<file path="config.mk">
export PLATFORM = sky130hd
export DESIGN_NAME = pipe_hazard_ctrl
export DESIGN_NICKNAME = d
export VERILOG_FILES = /design/src/rtl/pipe_hazard_ctrl_pkg.sv /design/src/rtl/pipe_hazard_ctrl_lu.sv /design/src/rtl/pipe_hazard_ctrl.sv
export SDC_FILE = /design/constraint.sdc
export NUM_CORES = 1
export LEC_CHECK = 0
export ABC_CLOCK_PERIOD_IN_PS = 1800
export BUFFER_PORTS_ARGS = -buffer_cell sky130_fd_sc_hd__buf_2
export CAP_MARGIN = 20
export CORE_ASPECT_RATIO = 1.2
export CORE_MARGIN = 3
export CORE_UTILIZATION = 44
export DETAILED_ROUTE_END_ITERATION = 8
export PLACE_DENSITY_LB_ADDON = 0.08
export SLEW_MARGIN = 30
export SYNTH_ARGS = -nofsm -noshare
export SYNTH_HDL_FRONTEND = slang
export SYNTH_SLANG_ARGS = --single-unit
export TNS_END_PERCENT = 10
</file>
<file path="constraint.sdc">
create_clock -name clk -period 1.8 [get_ports clk]
set_input_delay 0.09 -clock clk [delete_from_list [all_inputs] [get_ports clk]]
set_output_delay 0.09 -clock clk [all_outputs]
set_load 0.005 [all_outputs]
</file>
<file path="src/rtl/pipe_hazard_ctrl_pkg.sv">
// Shared types and constants for the pipeline hazard controller.
// Stage-control bundle order: five write enables, then three bubble selects.
package pipe_hazard_ctrl_pkg;

  typedef enum logic {ST_RUN = 1'b0, ST_MULT = 1'b1} state_e;

  localparam logic [4:0] REG_ZERO = 5'd0;

  typedef struct packed {
    logic pc_we;
    logic ifid_we;
    logic idex_we;
    logic exmem_we;
    logic memwb_we;
    logic ifid_flush;
    logic idex_flush;
    logic exmem_flush;
  } stage_ctl_t;

  localparam stage_ctl_t CTL_OFF    = 8'b0000_0000;
  localparam stage_ctl_t CTL_RUN    = 8'b1111_1000;
  localparam stage_ctl_t CTL_BRANCH = 8'b1111_1110;
  // Younger stages hold, EX/MEM takes a bubble, MEM/WB drains.
  localparam stage_ctl_t CTL_MULT   = 8'b0000_1001;
  localparam stage_ctl_t CTL_LU     = 8'b0011_1010;

endpackage

</file>
<file path="src/rtl/pipe_hazard_ctrl_lu.sv">
// Load-use comparator: flags an ID instruction that reads the register
// a load in EX is about to write.
module lu_hazard_cmp
  import pipe_hazard_ctrl_pkg::*;
(
  input  logic       i_memread,
  input  logic [4:0] i_rd,
  input  logic [4:0] i_rs,
  input  logic [4:0] i_rt,
  input  logic       i_uses_rt,
  output logic       o_lu
);

  // r0 is hardwired to zero, so a load targeting it never creates a hazard.
  assign o_lu = i_memread && (i_rd != REG_ZERO) &&
                ((i_rd == i_rs) || (i_uses_rt && (i_rd == i_rt)));

endmodule

</file>
<file path="src/rtl/pipe_hazard_ctrl.sv">
// Stage-register control: write enables and bubble selects for load-use
// stalls, multi-cycle EX ops and taken branches, plus a stall counter.
module pipe_hazard_ctrl
  import pipe_hazard_ctrl_pkg::*;
#(
  parameter int MULT_LAT = 4,
  parameter int CNT_W    = 32
) (
  input  logic             clk,
  input  logic             areset,
  input  logic [4:0]       id_rs,
  input  logic [4:0]       id_rt,
  input  logic             id_uses_rt,
  input  logic             idex_memread,
  input  logic [4:0]       idex_rd,
  input  logic             ex_mult_start,
  input  logic             ex_branch_taken,
  output logic             pc_we,
  output logic             ifid_we,
  output logic             idex_we,
  output logic             exmem_we,
  output logic             memwb_we,
  output logic             ifid_flush,
  output logic             idex_flush,
  output logic             exmem_flush,
  output logic [CNT_W-1:0] stall_cnt
);

  localparam int MCNT_W = $clog2(MULT_LAT);
  // mcnt holds the number of MULT-state cycles still to go.
  localparam logic [MCNT_W-1:0] MCNT_LOAD = MCNT_W'(MULT_LAT - 2);
  localparam logic [MCNT_W-1:0] MCNT_ONE  = MCNT_W'(1);
  localparam logic              MULT_WAIT = (MULT_LAT > 2);

  state_e            r_state, w_state_nxt;
  logic [MCNT_W-1:0] r_mcnt, w_mcnt_nxt;
  logic [CNT_W-1:0]  r_stall_cnt;
  logic              w_lu;
  stage_ctl_t        w_ctl;

  lu_hazard_cmp u_lu (
    .i_memread (idex_memread),
    .i_rd      (idex_rd),
    .i_rs      (id_rs),
    .i_rt      (id_rt),
    .i_uses_rt (id_uses_rt),
    .o_lu      (w_lu)
  );

  always_ff @(posedge clk or posedge areset) begin
    if (areset) begin
      r_state     <= ST_RUN;
      r_mcnt      <= '0;
      r_stall_cnt <= '0;
    end else begin
      r_state <= w_state_nxt;
      r_mcnt  <= w_mcnt_nxt;
      if (!w_ctl.pc_we) r_stall_cnt <= r_stall_cnt + CNT_W'(1);
    end
  end

  always_comb begin
    w_state_nxt = r_state;
    w_mcnt_nxt  = r_mcnt;
    if (r_state == ST_RUN) begin
      // A 2-cycle op is fully covered by its single RUN stall cycle.
      if (!ex_branch_taken && ex_mult_start && MULT_WAIT) begin
        w_state_nxt = ST_MULT;
        w_mcnt_nxt  = MCNT_LOAD;
      end
    end else begin
      w_mcnt_nxt = r_mcnt - MCNT_ONE;
      if (r_mcnt <= MCNT_ONE) w_state_nxt = ST_RUN;
    end
  end

  always_comb begin
    w_ctl = CTL_OFF;
    if (!areset) begin
      if (r_state == ST_MULT) w_ctl = CTL_MULT;
      else if (ex_branch_taken) w_ctl = CTL_BRANCH;
      else if (ex_mult_start)   w_ctl = CTL_MULT;
      else if (w_lu)            w_ctl = CTL_LU;
      else                      w_ctl = CTL_RUN;
    end
  end

  assign pc_we       = w_ctl.pc_we;
  assign ifid_we     = w_ctl.ifid_we;
  assign idex_we     = w_ctl.idex_we;
  assign exmem_we    = w_ctl.exmem_we;
  assign memwb_we    = w_ctl.memwb_we;
  assign ifid_flush  = w_ctl.ifid_flush;
  assign idex_flush  = w_ctl.idex_flush;
  assign exmem_flush = w_ctl.exmem_flush;
  assign stall_cnt   = r_stall_cnt;

endmodule

</file>
==> out/metrics.csv <==
metric,value,unit
Final Max Slew Viols,0,
total die area,5054,sq um
VDD IR max,0.7724,mV
clk_lat worst skew,0.29,ns
beginning of the critical path,stall_cnt[1]$_DFFE_PP0N_,
combinational power share,0.297,
number of buffers created by CTS,5,
synthesized area,1863,sq um
M1 GR Usage,0.2300,
sw power,718.8,uW
final WL,4.500,mm
status,"complete, no violations",
per-cell routed wire length,13.39,um
fill cell count,364,
Routed Antenna Nets,0,
n_diodes,0,
Max Buffers Root-to-Sink,2,
Post CTS Setup Buffer Count,0,
Tmin final,1.752,ns
HP Class,input pin to asynchronous set/reset pin,
Core Area,4004,sq um
Layout area overhead,45.80,%
largest net degree at the start of global routing,21,
Worst Path Arrival,1.93,ns
ys flop type,dfrtp_1,
GPL Wtd Cong,0.8050,
number of synthesized register bits,35,
drt first pass iters,4,
RSZ-0062 raised after global routing,yes,
most frequent cells in the layout,"buf_2 (61), buf_4 (37), dfrtp_1 (35)",
FF-to-FF Start,stall_cnt[1]$_DFFE_PP0N_,
busiest layer in global routing,met2,
H-tree depth,2,
clock skew,0.004853,ns
GRT Overall Usage,0.1898,
CTS tree,done,
Setup TNS,0,ns
Worst-path clk slew,0.07,ns
GR Overflow Total,0,
Yosys Warn Count,0,
Lkg Pwr,0.001343,uW
DRT iter0 DRCs,68,
Synth cell types,35,
root buf cell,clkbuf_8,
Power Dens Cells,913.2,nW/um^2
syn nets,204,
critical path class,flop to flop,
clock share of power,0.298,
fin crit share,0.9734,
Port-buffer cells,60,
Initial Util,0.4653,
final setup vio count,0,
IO Count,61,
die extent in x,65.40,um
die span in y,77.28,um
DR vias,1670,
Relative slew margins,0.7041,
Vias/cell,4.970,
CP required,1.97,ns
worst-margin pin slew,0.4426,ns
register area share after synthesis,0.4701,
global-route wire length before repair,7.396,mm
row cnt,25,
setup ws final,0.04781,ns
fraction of layout cells with a size suffix above 1,0.4858,
syn avg cell area,10.29,sq um
initial antenna violation count,0,
grt met3 use,0.04832,
Post-Place Worst Slack,-0.09297,ns
worst-path fanout max,7,
Syn Inst Count,181,
sequential share of power,0.405,
Max Fclk,0.5707,GHz
"most common cell after layout, fill and taps aside",buf_2,
crit start category,flop,
Setup crit end kind,flop,
DP HPWL,3.438,mm
max_cap viols,0,
CTS sink cnt,35,
switch share,0.2898,
final hold viol count,0,
nets,304,
Post-synth EDFFs,0,
vias in the first global route,1639,
fraction of registers with async set/reset,1.000,
# DRC,0,
Internal,1762,uW
GR Util met2,0.3171,
## cell usage after synthesis, types with 4 or more instances
cell type,count,share of area
nand3_1,8,0.021
nor3b_1,4,0.016
and3_1,5,0.017
dfrtp_1,35,0.47
nand2_1,20,0.040
xnor2_1,25,0.12
nor2_1,11,0.022
inv_1,4,0.0081
nor3_1,5,0.013
xor2_1,13,0.061
nand4_1,8,0.027
## power by group through the flow
stage / clock (uW) / sequential (uW) / combinational, uW
finish: 739 / 1000 / 737
global route: 797 / 1020 / 817
CTS: 761 / 998 / 727
detailed placement: 0 / 1010 / 720
floorplan: 0 / 1040 / 338
global placement: 0 / 1010 / 711
## cell type report
cell class	instances	area (sq um)	area share
clock buffers	6	82.58	0.03040
clock inverters	2	35.03	0.01290
inverters	5	18.77	0.006909
multi-input cells	133	1021	0.3759
flip-flops and latches	35	875.8	0.3224
well taps	54	67.56	0.02487
repair buffers	101	615.6	0.2266
## repair_timing
item / CTS / global route
gates cloned: 0 / 1
hold buffers: 1 / 0
pin swaps: 0 / 6
endpoints found under the hold margin: 3 / 0
endpoints found under the setup margin: 6 / 24
gates resized for setup: 2 / 20
## cell families (layout without fill, tap and decap cells)
| kind of cell | after synthesis | count (layout) | synth area share |
|---|---|---|---|
| simple gates | 81 | 81 | 0.2404 |
| xor+xnor | 41 | 41 | 0.2048 |
| flops | 35 | 35 | 0.4701 |
| buf+inv | 13 | 114 | 0.03559 |
| compound gates | 8 | 8 | 0.02955 |
| fa+ha+maj | 2 | 2 | 0.01343 |
| mux | 1 | 1 | 0.006044 |
## routing by layer
metal	share of wire	wire length, um
met2	0.50	2238
met3	0.058	263
met5	0	0
met1	0.43	1918
met4	0.018	80
## path summary, 6_finish.rpt
path                                             end  slack [ns]  cells past startpoint
max reg2reg                stall_cnt[26]$_DFFE_PP0N_        0.05                      5
min reg2reg                stall_cnt[31]$_DFFE_PP0N_        0.47                      1
min in group clk                   r_state$_DFF_PP0_        0.30                      5
max                        stall_cnt[26]$_DFFE_PP0N_        0.05                      5
max in group asynchronous   stall_cnt[0]$_DFFE_PP0N_        0.96                      4
min                                r_state$_DFF_PP0_        0.30                      3
## worst max-delay path, stage by stage (launching register included)
cell     delay, ns
dfrtp_1       0.39
ha_1          0.18
and4_1        0.24
nand2_2       0.13
or4_1         0.56
xnor2_1       0.14
## registers in the layout (all words and copies together) (netlist names)
register,flops
r_state,1
r_mcnt,2
stall_cnt,32
## per-stage QoR
step           area, sq um  power [uW]  utilization  instances  hold slack (ns)
2_1_floorplan         1868        1379            -        181           0.2111
3_3_place_gp          2481        1720       0.6197        326          0.04539
3_5_place_dp          2481        1732       0.6197        326          0.04574
4_1_cts               2620        2486       0.6544        335           0.2604
5_1_grt               2716        2638       0.6784        336           0.3173
6_report              2716        2481       0.6784        336           0.3004
Note: power is estimated with default switching activity, not from simulation.
